**src/rtl/multiplexer_pkg.sv**
```systemverilog
// Shared AHB-Lite bus definitions for the Triple-DES fabric.
// Holds the bus data width and the HRESP / slave-select encodings used by the
// response multiplexer and its neighbours.
package multiplexer_pkg;

  localparam int unsigned AHB_DATA_WIDTH = 64;

  // HRESP encodings
  localparam logic HRESP_OKAY  = 1'b0;
  localparam logic HRESP_ERROR = 1'b1;

  // Slave select encodings
  localparam logic SEL_SLAVE1 = 1'b0;
  localparam logic SEL_SLAVE2 = 1'b1;

endpackage

```
**src/rtl/multiplexer.sv**
```systemverilog
// AHB-Lite slave-to-master response multiplexer.
// Steers HREADYOUT, HRESP and HRDATA of one of two slaves back to the master.
// The address-phase select is registered so the response follows the
// data phase of the transfer it belongs to.
//
// Ports:
//   HCLK         in   bus clock, rising edge
//   HRESETn      in   synchronous active-low reset
//   muxSelect    in   address-phase select (0 = slave 1, 1 = slave 2)
//   HREADYOUT_1  in   ready from slave 1
//   HREADYOUT_2  in   ready from slave 2
//   HRESP_1      in   response from slave 1
//   HRESP_2      in   response from slave 2
//   HRDATA_1     in   read data from slave 1
//   HRDATA_2     in   read data from slave 2
//   HREADY       out  selected ready (to master and all slaves)
//   HRESP        out  selected response
//   HRDATA       out  selected read data
module multiplexer
  import multiplexer_pkg::*;
#(
  parameter int unsigned DATA_WIDTH = AHB_DATA_WIDTH
) (
  input  logic                  HCLK,
  input  logic                  HRESETn,
  input  logic                  muxSelect,
  input  logic                  HREADYOUT_1,
  input  logic                  HREADYOUT_2,
  input  logic                  HRESP_1,
  input  logic                  HRESP_2,
  input  logic [DATA_WIDTH-1:0] HRDATA_1,
  input  logic [DATA_WIDTH-1:0] HRDATA_2,
  output logic                  HREADY,
  output logic                  HRESP,
  output logic [DATA_WIDTH-1:0] HRDATA
);

  // Data-phase select (dataSel). Only advances when the current transfer
  // completes, so a wait state keeps the response pinned to its slave.
  logic r_data_sel;

  always_ff @(posedge HCLK) begin
    if (!HRESETn) begin
      r_data_sel <= SEL_SLAVE1;
    end else if (HREADY) begin
      r_data_sel <= muxSelect;
    end
  end

  // All three outputs come from the same slave; no register on this path.
  always_comb begin
    HREADY = HREADYOUT_1;
    HRESP  = HRESP_1;
    HRDATA = HRDATA_1;
    if (r_data_sel == SEL_SLAVE2) begin
      HREADY = HREADYOUT_2;
      HRESP  = HRESP_2;
      HRDATA = HRDATA_2;
    end
  end

endmodule

```
**config.mk**
```make
export PLATFORM = sky130hd
export DESIGN_NAME = multiplexer
export DESIGN_NICKNAME = d
export VERILOG_FILES = /design/src/rtl/multiplexer_pkg.sv /design/src/rtl/multiplexer.sv
export SDC_FILE = /design/constraint.sdc
export NUM_CORES = 1
export LEC_CHECK = 0
export ABC_AREA = 1
export ABC_CLOCK_PERIOD_IN_PS = 1200
export CORE_AREA = 2 2 78 80
export CTS_BUF_LIST = sky130_fd_sc_hd__clkbuf_16
export DETAILED_ROUTE_END_ITERATION = 7
export DIE_AREA = 0 0 80 82
export HOLD_SLACK_MARGIN = 0.08
export PLACE_DENSITY = 0.76
export RECOVER_POWER = 50
export SYNTH_ARGS = -nofsm -noshare
export SYNTH_HDL_FRONTEND = slang
export SYNTH_SLANG_ARGS = --single-unit
```
**constraint.sdc**
```tcl
create_clock -name HCLK -period 1.2 [get_ports HCLK]
set_input_delay 0.12 -clock HCLK [delete_from_list [all_inputs] [get_ports HCLK]]
set_output_delay 0.12 -clock HCLK [all_outputs]
set_load 0.03 [all_outputs]
```
==> impl_metrics.env, run 1 <==
export IMPL_fin_crit_ns=1.12
export IMPL_fill_cells=600
export IMPL_crit_path_end_kind="output port"
export IMPL_setup_viol=0
export IMPL_insertion_delay_ns=0
export IMPL_layout_nets=542
export IMPL_grt_max_degree=67
export IMPL_crit_type="reg -> out"
export IMPL_grt_pass1_wl_mm=6.92
export IMPL_syn_area_per_cell_um2=4.78
export IMPL_synth_top_area_share_pct=23.9
export IMPL_timing_hold_violations_final=0
export IMPL_first_global_vias=1681
export IMPL_hold_path_class="in -> reg"
export IMPL_p_leak_nw=1.37
export IMPL_synth_area_leader_cell="inv_1"
export IMPL_largest_reg_flops=1
export IMPL_power_per_cell_area_mw_per_mm2=491
export IMPL_internal_power_mw=0.691
export IMPL_slowest_delay_ns=0.36
export IMPL_cp_arrival_ns=1.00
export IMPL_fmax_ghz=0.897
export IMPL_layout_commonest_cell="clkdlybuf4s50_1"
export IMPL_maxSlewViolCount=0
export IMPL_coreArea_mm2=0.00575
export IMPL_ctsResizeCount=0
export IMPL_num_vias=1843
export IMPL_ctsHoldBuffers=0
export IMPL_path_buf_inv=2
export IMPL_p_sw_mw=0.676
export IMPL_clkPwrFrac_pct=0
export IMPL_ys_ff_latch=1
export IMPL_die_h_um=82
export IMPL_cap_violations=0
export IMPL_area_growth_pct=168
export IMPL_yosysWarnings=0
export IMPL_rsz0062_at_grt="no"
export IMPL_critPathTopFamily="buffers and inverters"
export IMPL_synthTopCellsByArea="inv_1, nand2_1, o21ai_1"
export IMPL_post_drt_wl_per_cell_um=9.74
export IMPL_drtAntennaViolNets=0
export IMPL_synth_cell_types=15
export IMPL_yosysSeqAreaShare_pct=1.93
export IMPL_max_vdd_ir_drop_mv=0.269
export IMPL_netSwitchingFraction_pct=49.5
export IMPL_antenna_found_initial=0
export IMPL_p_comb_share_pct=97.2
export IMPL_power_mw=1.37
export IMPL_die_w_um=80
export IMPL_post_route_util_pct=48.4
export IMPL_seq_power_share_pct=2.8
export IMPL_place_area_mm2=0.00286
export IMPL_netlist_area_mm2=0.00104
export IMPL_syn_num_nets=352
export IMPL_period_share_pct=92.9
export IMPL_post_place_cells=480
export IMPL_antenna_cells=0
export IMPL_stdcell_count=480
export IMPL_totalWireLength_mm=4.68
export IMPL_critPathRequiredTime_ns=1.08
export IMPL_drc_errors=0
export IMPL_top_regs="r_data_sel x1"
export IMPL_dr_pass1_iters=4
export IMPL_worst_path_max_fanout=66
export IMPL_fin_area_mm2=0.00278
export IMPL_layout_drive_gt1_share_pct=18.5
export IMPL_slew_headroom_pct=83.7
export IMPL_globalplace_congestion=0.717
export IMPL_grtUsageTotal_pct=12.5
export IMPL_port_buffers=200
export IMPL_dieArea_mm2=0.00656
export IMPL_startpoint_type="flop"
export IMPL_grt_overflow=0
export IMPL_io_pins=201
export IMPL_clock_skew_final_ns=0
export IMPL_regMostFlops="r_data_sel"
export IMPL_hpwl_mm=4.14
export IMPL_dr_first_iter_drc_count=39
export IMPL_worst_pin_slew_ns=0.244
export IMPL_cp_cell_sequence="buf_12 > nand2_1 > o21ai_1 > clkbuf_2"
export IMPL_post_cts_buffers=0
export IMPL_via_per_inst=3.84
export IMPL_layout_common_cells="clkdlybuf4s50_1, inv_1, nand2_1, o21ai_1, buf_4"
export IMPL_status="finished clean"
export IMPL_crit_path_top_delay_cell="dfxtp_4"
export IMPL_rows=28
export IMPL_tns_ns=0
export IMPL_start_util_pct=18.1
export IMPL_path_clk_slew_ns=0
export IMPL_synthCells=217
-- routing by layer --
layer | global-route usage (%) | vias up | share of wire [%]
met5 | 0 | - | 0
met4 | 0 | 0 | 0
met3 | 2.75 | 0 | 11
met2 | 28.0 | 89 | 55
met1 | 11.8 | 739 | 34
li1 | - | 1015 | -
-- path summary, 6_finish.rpt --
path | startpoint | to | slack [ns] | cells past startpoint
min reg2reg | r_data_sel | r_data_sel | 0.73 | 3
max | r_data_sel | HRDATA[32] | 0.08 | 4
min | HRESETn | r_data_sel | 0.67 | 3
max reg2reg | r_data_sel | r_data_sel | 0.28 | 3
-- cells in the mapped netlist (all sizes together) --
library cell and instances:
dfxtp 1, nand2 65, inv 66, o21ai 66, buf 14, nor2 2
a21oi 2, clkbuf 1
-- final cells by class --
cell class	count	area [um^2]	share of cell area (%)
Inverter	66	248	8.90
Multi-Input combinational cell	135	611	21.9
Sequential cell	1	23.8	0.854
Tap cell	75	93.8	3.37
Timing Repair Buffer	203	1810	64.9
-- metrics by stage --
step | setup slack (ns) | hold slack, ns
floorplan | -0.189 | 0.237
global placement | 0.130 | 0.666
detailed placement | 0.0942 | 0.676
CTS | 0.0894 | 0.679
global route | 0.00347 | 0.707
finish | 0.0847 | 0.673
-- worst min-delay path, cell delays in order --
cell and delay, ns:
clkdlybuf4s50_1 0.39, o21ai_0 0.07, nor2_1 0.05
-- power groups by stage --
stage / sequential (mW) / combinational (mW) / clock [mW]
floorplan: 0.0365 / 0.672 / 0
global placement: 0.0381 / 1.38 / 0
detailed placement: 0.0386 / 1.39 / 0
CTS: 0.0386 / 1.39 / 0
global route: 0.0389 / 1.42 / 0
finish: 0.0384 / 1.33 / 0
-- kinds of logic (layout without fill, tap and decap cells) --
| family | count (synthesis) | in the layout | share of synthesized area [%] |
|---|---|---|---|
| flops | 1 | 1 | 1.93 |
| compound gates | 68 | 68 | 34.6 |
| buf+inv | 81 | 269 | 39.2 |
| simple gates | 67 | 67 | 24.2 |
Power figures use the tool's default switching activity.
==> run 2, diff against run 1 <==
--- a/config.mk
+++ b/config.mk
@@ -9,11 +9,13 @@
 export ABC_CLOCK_PERIOD_IN_PS = 1200
 export CORE_AREA = 2 2 78 80
 export CTS_BUF_LIST = sky130_fd_sc_hd__clkbuf_16
+export CTS_CLUSTER_DIAMETER = 40
 export DETAILED_ROUTE_END_ITERATION = 7
 export DIE_AREA = 0 0 80 82
 export HOLD_SLACK_MARGIN = 0.08
 export PLACE_DENSITY = 0.76
 export RECOVER_POWER = 50
+export SLEW_MARGIN = 25
 export SYNTH_ARGS = -nofsm -noshare
 export SYNTH_HDL_FRONTEND = slang
 export SYNTH_SLANG_ARGS = --single-unit
==> results of run 2 <==
No change in the layout: final DEF, timing and power equal those of run 1.
